## src/rtl/regfile_pkg.sv

```systemverilog
// regfile_pkg: shared widths, requester indices and a saturating counter helper
package regfile_pkg;
    localparam int NUM_REGS   = 32;
    localparam int ADDR_WIDTH = 5;
    localparam int DATA_WIDTH = 32;
    localparam int CNT_WIDTH  = 16;
    typedef enum logic {REQ_ALU = 1'b0, REQ_MEM = 1'b1} req_idx_e;
    function automatic logic [CNT_WIDTH-1:0] sat_inc(input logic [CNT_WIDTH-1:0] c, input logic en);
        return (en && c != '1) ? c + 1'b1 : c;
    endfunction
endpackage

```

## src/rtl/rr_arbiter_2.sv

```systemverilog
// rr_arbiter_2: two-way round-robin grant with a 1-bit preference pointer
module rr_arbiter_2 import regfile_pkg::*; (
    input  logic       clk,
    input  logic       rst,
    input  logic       stall,
    input  logic       accept,
    input  logic [1:0] req,
    output logic [1:0] gnt
);
    logic ptr_q, ptr_d;
    always_comb begin
        gnt   = (stall || rst) ? 2'b00 : (&req) ? (ptr_q ? 2'b10 : 2'b01) : req;
        ptr_d = accept ? gnt[REQ_ALU] : ptr_q;
    end
    always_ff @(posedge clk) begin
        if (rst) ptr_q <= 1'b0;
        else     ptr_q <= ptr_d;
    end
endmodule

```

## src/rtl/regfile_wb_arbiter.sv

```systemverilog
// regfile_wb_arbiter: arbitrates ALU/load writebacks onto one registered write port
module regfile_wb_arbiter import regfile_pkg::*; (
    input  logic                  clk,
    input  logic                  rst,
    input  logic                  stall,
    input  logic                  alu_valid,
    output logic                  alu_ready,
    input  logic [ADDR_WIDTH-1:0] alu_addr,
    input  logic [DATA_WIDTH-1:0] alu_data,
    input  logic                  mem_valid,
    output logic                  mem_ready,
    input  logic [ADDR_WIDTH-1:0] mem_addr,
    input  logic [DATA_WIDTH-1:0] mem_data,
    output logic                  we3,
    output logic [ADDR_WIDTH-1:0] wa3,
    output logic [DATA_WIDTH-1:0] wd3,
    output logic [CNT_WIDTH-1:0]  alu_grants,
    output logic [CNT_WIDTH-1:0]  mem_grants
);
    logic [1:0]            gnt;
    logic                  xfer, wr;
    logic [ADDR_WIDTH-1:0] sel_addr;
    logic [DATA_WIDTH-1:0] sel_data;
    logic                  we3_q, we3_d;
    logic [ADDR_WIDTH-1:0] wa3_q, wa3_d;
    logic [DATA_WIDTH-1:0] wd3_q, wd3_d;
    logic [CNT_WIDTH-1:0]  alu_cnt_q, alu_cnt_d, mem_cnt_q, mem_cnt_d;
    rr_arbiter_2 u_arb (
        .clk   (clk),
        .rst   (rst),
        .stall (stall),
        .accept(xfer),
        .req   ({mem_valid, alu_valid}),
        .gnt   (gnt)
    );
    always_comb begin
        xfer      = |gnt;
        sel_addr  = gnt[REQ_MEM] ? mem_addr : alu_addr;
        sel_data  = gnt[REQ_MEM] ? mem_data : alu_data;
        wr        = xfer && sel_addr != '0;
        we3_d     = wr;
        wa3_d     = wr ? sel_addr : wa3_q;
        wd3_d     = wr ? sel_data : wd3_q;
        alu_cnt_d = sat_inc(alu_cnt_q, gnt[REQ_ALU]);
        mem_cnt_d = sat_inc(mem_cnt_q, gnt[REQ_MEM]);
    end
    always_ff @(posedge clk) begin
        if (rst) begin
            we3_q     <= 1'b0;
            wa3_q     <= '0;
            wd3_q     <= '0;
            alu_cnt_q <= '0;
            mem_cnt_q <= '0;
        end else begin
            we3_q     <= we3_d;
            wa3_q     <= wa3_d;
            wd3_q     <= wd3_d;
            alu_cnt_q <= alu_cnt_d;
            mem_cnt_q <= mem_cnt_d;
        end
    end
    assign alu_ready  = gnt[REQ_ALU];
    assign mem_ready  = gnt[REQ_MEM];
    assign we3        = we3_q && !rst;
    assign wa3        = wa3_q;
    assign wd3        = wd3_q;
    assign alu_grants = alu_cnt_q;
    assign mem_grants = mem_cnt_q;
endmodule

```

## config.mk

```make
export PLATFORM = sky130hd
export DESIGN_NAME = regfile_wb_arbiter
export DESIGN_NICKNAME = d
export VERILOG_FILES = /design/src/rtl/regfile_pkg.sv /design/src/rtl/rr_arbiter_2.sv /design/src/rtl/regfile_wb_arbiter.sv
export SDC_FILE = /design/constraint.sdc
export NUM_CORES = 1
export LEC_CHECK = 0
export ABC_AREA = 0
export BUFFER_PORTS_ARGS = -buffer_cell sky130_fd_sc_hd__buf_2
export CAP_MARGIN = 20
export CELL_PAD_IN_SITES_DETAIL_PLACEMENT = 0
export CELL_PAD_IN_SITES_GLOBAL_PLACEMENT = 1
export CORE_MARGIN = 2
export CORE_UTILIZATION = 37
export CTS_CLUSTER_DIAMETER = 60
export DETAILED_ROUTE_END_ITERATION = 10
export PLACE_DENSITY = 0.95
export SETUP_SLACK_MARGIN = 0.02
export SLEW_MARGIN = 15
export SYNTH_ARGS = -nofsm -noshare
export SYNTH_HDL_FRONTEND = slang
export SYNTH_SLANG_ARGS = --single-unit
```

## constraint.sdc

```tcl
create_clock -name clk -period 2.8 [get_ports clk]
set_input_delay 0.14 -clock clk [delete_from_list [all_inputs] [get_ports clk]]
set_output_delay 0.14 -clock clk [all_outputs]
set_load 0.02 [all_outputs]
```

# After elaboration in Yosys (flattened, before gate mapping)
# Index checks and enable logic that the tools add are counted.
[totals]
latch_bits = 0
mem_bits_ro = 0
output_inout_bits = 72
reg_bits = 71
input_bits = 79
wordCells = 24
memories = 0
mem_bits_rw = 0
[op_classes]
div = 0
bitwise = 0
n_mul = 0
reduce_logical = 9
n_shift = 0
n_mux = 5
n_lt_le_gt_ge = 0
eq_ne = 2
addsub = 2
[ops]
columns = ["op", "n"]
rows = [
  ["16-bit by 1-bit adder with 16-bit output (second input constant)", 2],
  ["32-bit two-way mux", 1],
  ["16-bit != test (second input constant)", 2],
  ["2-bit two-way mux", 3],
  ["5-bit two-way mux", 1],
  ["5-bit nonzero test", 1],
  ["1-bit logical AND", 4],
  ["2-bit AND reduction", 1],
  ["2-bit OR reduction", 1],
  ["1-bit logical NOT", 1],
  ["1-bit logical OR", 1],
]

# Longest topological paths before layout
[depth]
ltp_word = 6
depth_mapped = 8
depth_no_buf = 5

# Cells and area by module
# From an unflattened synthesis, not the netlist that was laid out.
[hier_totals]
cells_unflattened = 460
hier_area_um2 = 3928.8
[modules_own_cells]
columns = ["mod", "area_per_inst_um2", "seq_area_each_um2", "instances", "cells_per_inst"]
rows = [
  ["regfile_wb_arbiter", 3849.9, 1401.3, 1, 452],
  ["rr_arbiter_2", 78.8, 20.0, 1, 8],
]

# Worst setup path before layout
# OpenSTA, ideal clock, no wires.
[synth_path]
kind = "register to register"
from = "register alu_cnt_q[2] (netlist: alu_grants[2])"
to = "register alu_cnt_q[15] (netlist: alu_grants[15])"
path_stages_with_launch = 6
path_buffers = 1
setup_slack_ns = 0.846
t_required_ns = 2.730
setup_time_ns = 0.070
arrival_time_ns = 1.883
period_less_slack_ns = 1.954
path_cell_list = "dfxtp_1 nand4_1 or4_1 buf_2 or4_1 a21oi_1"
[synth_via]
elab_chain_cells = 2
word_cells_on_any_way = 3
cone_classes = "add/sub: 1; eq/ne: 1; reduce/logical: 1"
[synth_rtl]
columns = ["item", "line", "source"]
rows = [
  ["start, declared", "regfile_wb_arbiter.sv:27", "logic [CNT_WIDTH-1:0] alu_cnt_q, alu_cnt_d, mem_cnt_q, mem_cnt_d;"],
  ["start signal, assigned", "regfile_wb_arbiter.sv:58", "alu_cnt_q <= alu_cnt_d;"],
  ["parallel branches: the longest is 2 deep, another holds 16-bit by 1-bit adder with 16-bit output", "--", ""],
]
# Parallel ways; which one is timed is not known.
# A chain may end at the register's enable or synchronous reset.

# Worst setup path in the final report
[layout_path]
from = "register alu_cnt_q[2] (netlist: alu_grants[2])"
to = "register alu_cnt_q[9] (netlist: alu_grants[9])"
# The elaborated chain is that of the path after synthesis.

==> results.md <==
- Status: completed
- Synth cell types: 45
- Vias in the first global route: 3554
- Fin crit share: 73.13%
- DRT antenna net count: 0
- Routed wire per std cell: 15.22 um
- Hold_buf cts: 0
- Resized cells post-CTS: 0
- Initial antenna violation count: 0
- PD cells: 490.5 nW/um2
- Root buffer cell: clkbuf_8
- Die W: 102.8 um
- # IOs: 151
- Syn nets: 519
- Max Cap Viol: 0
- Worst slack at placement: 0.6879 ns
- Placed insts: 693
- Largest net degree at the start of global routing: 52
- RSZ-0062 raised after global routing: false
- Crit-path max FO: 10
- TritonCTS clock tree: done
- P_leak: 1.955 nW
- Core box area: 9639 um2
- Slew Limit Fails: 0
- EDFF count, synth: 0
- Row Count: 36
- Iter 0 DRT Violations: 152
- Top FF cell, synth: dfxtp_1
- Hold Fails Final Rpt: 0
- Dpl cell area: 4410 um2
- Setup TNS: 0 ns
- Routed vias: 3972
- Final core utilization: 47.95%
- Number of diodes: 0
- Max frequency: 0.4884 GHz
- Worst setup EP type: register
- Bufs on Longest Clock Path: 2
- Setup violations, final: 0
- Syn Area/Cell: 8.247 um2
- Total wire length: 10770 um
- Cell Area, Synth: 3612 um2
- Critical Path AT: 2.32 ns
- DP Wirelength: 7665 um
- RD Place Congestion: 0.8152
- Drt via density: 5.610
- Clock insertion delay at the later pin of the skew report: 0.35 ns
- Max-slew headroom: 63.53%
- Initial Util: 37.47%
- Htree depth: 3
- Postcts setup bufs: 0
- Seq/Total Area, Yosys: 39.35%
- Num CTS Buffers: 9
- GRT overflow: 0
- Crit path setup slack, layout: 0.7523 ns
- Startpoint Class: register
- Power Total: 2.267 mW
- Critical path class: reg -> reg
- Drt pass-1 iters: 4
- Layout area overhead: 27.95%
- Share of layout cells above drive strength 1: 32.35%
- GRT Total Usage: 19.84%
- First-pass GRT wire length: 16730 um
- YS warnings: 0
- Post-route non-filler standard cell count: 708
- Final Cell Area: 4622 um2
- Hold Path Class: in -> reg
- FFs w/ async S/R, synth: 0%
- Worst-Margin Slew: 0.5420 ns
- DRC Markers: 0
- Hold_ws: 0.05320 ns
- Period minus WS final: 2.048 ns
- Die Ht: 102.8 um
- Required time of the critical path: 3.07 ns
- Layout Nets: 652
- Max IR drop VDD: 280.4 uV
- Die footprint: 10570 um2
- Worst-path clk slew: 0.08 ns
- Layout fillers: 1010
- Synth Register Bits: 71
- PortBufs: 150
- Fin Clk Skew: 0.01061 ns
- Mapped Cells: 438
- Clk sink count: 71
-- placed cells by master, fill, tap and decap left out, types with 2 or more instances in the layout --
master / synthesis / routed
o311ai_0: 2 / 2
nand4_1: 11 / 11
and3_1: 3 / 3
and4_1: 6 / 6
ha_1: 2 / 2
bufinv_16: 0 / 2
inv_1: 8 / 8
nand3_1: 12 / 12
nand2_1: 89 / 89
buf_4: 0 / 9
buf_2: 2 / 150
nor2b_1: 8 / 8
nor4_1: 9 / 9
nor2_1: 11 / 11
dfxtp_1: 71 / 71
a211o_1: 2 / 2
o21ai_0: 8 / 8
a311oi_1: 35 / 35
a21oi_1: 19 / 19
and2_1: 3 / 3
a31oi_1: 35 / 35
mux2i_1: 5 / 5
or4_1: 11 / 11
clkinv_2: 0 / 2
o41ai_1: 4 / 4
o211ai_1: 4 / 4
nor3_1: 6 / 6
or3_1: 5 / 5
clkbuf_8: 0 / 10
o31ai_1: 10 / 10
mux2_2: 7 / 7
-- worst paths after layout --
kind,start,to,slack [ns],cells after the start
setup / recovery,alu_grants[2]$_SDFFE_PP0P_,alu_grants[9]$_SDFFE_PP0P_,0.75,4
hold / removal,mem_data[0],wd3[0]$_SDFFE_PP0P_,0.05,3
setup reg to reg,alu_grants[2]$_SDFFE_PP0P_,alu_grants[9]$_SDFFE_PP0P_,0.75,4
hold reg to reg,wa3[4]$_SDFFE_PP0P_,wa3[4]$_SDFFE_PP0P_,0.50,1
-- synth_stat cells, types with 3 or more instances --
master	count	area, um2
dfxtp_1	71	1421
a31oi_1	35	219.0
a311oi_1	35	306.5
a21oi_1	19	95.09
or4_1	11	82.58
nand2_1	89	334.1
o21ai_0	8	40.04
mux2i_1	5	50.05
nor3_1	6	30.03
clkbuf_1	27	101.4
o211ai_1	4	30.03
o41ai_1	4	35.03
nor2b_1	8	50.05
nor2_1	11	41.29
and4_1	6	52.55
buf_6	6	67.56
nand4_1	11	68.82
nor4_1	9	56.30
and2_1	3	18.77
and3_1	3	18.77
o31ai_1	10	75.07
nand3_1	12	60.06
or3_1	5	31.28
mux2_2	7	78.83
inv_1	8	30.03
-- state kept, by name (all words and copies together), names as in the netlist --
register,flops
wd3,32
alu_grants,16
mem_grants,16
wa3,5
u_arb.ptr_q,1
we3_q,1
-- cell families after synthesis --
logic type | after synthesis | synth area share (%)
AND/OR/NAND/NOR | 181 | 25.22
AO/OA/AOI/OAI | 127 | 25.18
flip-flops | 71 | 39.35
buffers and inverters | 45 | 5.992
multiplexers | 12 | 3.568
adder cells (fa/ha/maj) | 2 | 0.6926
-- power by group --
group          switching, mW  total, mW  internal, mW
registers             0.0248       1.07          1.05
logic                  0.181      0.302         0.121
clock network          0.373      0.892         0.519
total                  0.579       2.27          1.69
-- cell type report --
cell class	instances	area, um2	area share [%]
clock inverter	4	70.07	1.516
multi-input combinational	322	1974	42.72
inverter	8	30.03	0.6497
sequential	71	1421	30.75
tap	133	166.4	3.600
clock buffer	11	141.4	3.059
timing repair buffer	159	818.3	17.70
-- worst max-delay path, stage by stage, from the launching register on --
cell,delay [ns]
dfxtp_1,0.45
nand4_1,0.23
or4_1,0.69
or4_1,0.45
a21oi_1,0.16
-- layer usage --
layer,share of wire (%),GRT usage [%],vias up
met1,43,25.38,1860
met5,0,0,-
met4,2.2,8.502,0
met2,49,32.73,140
met3,5.7,3.864,20
li1,-,-,1952
(Power assumes the default switching activity.)
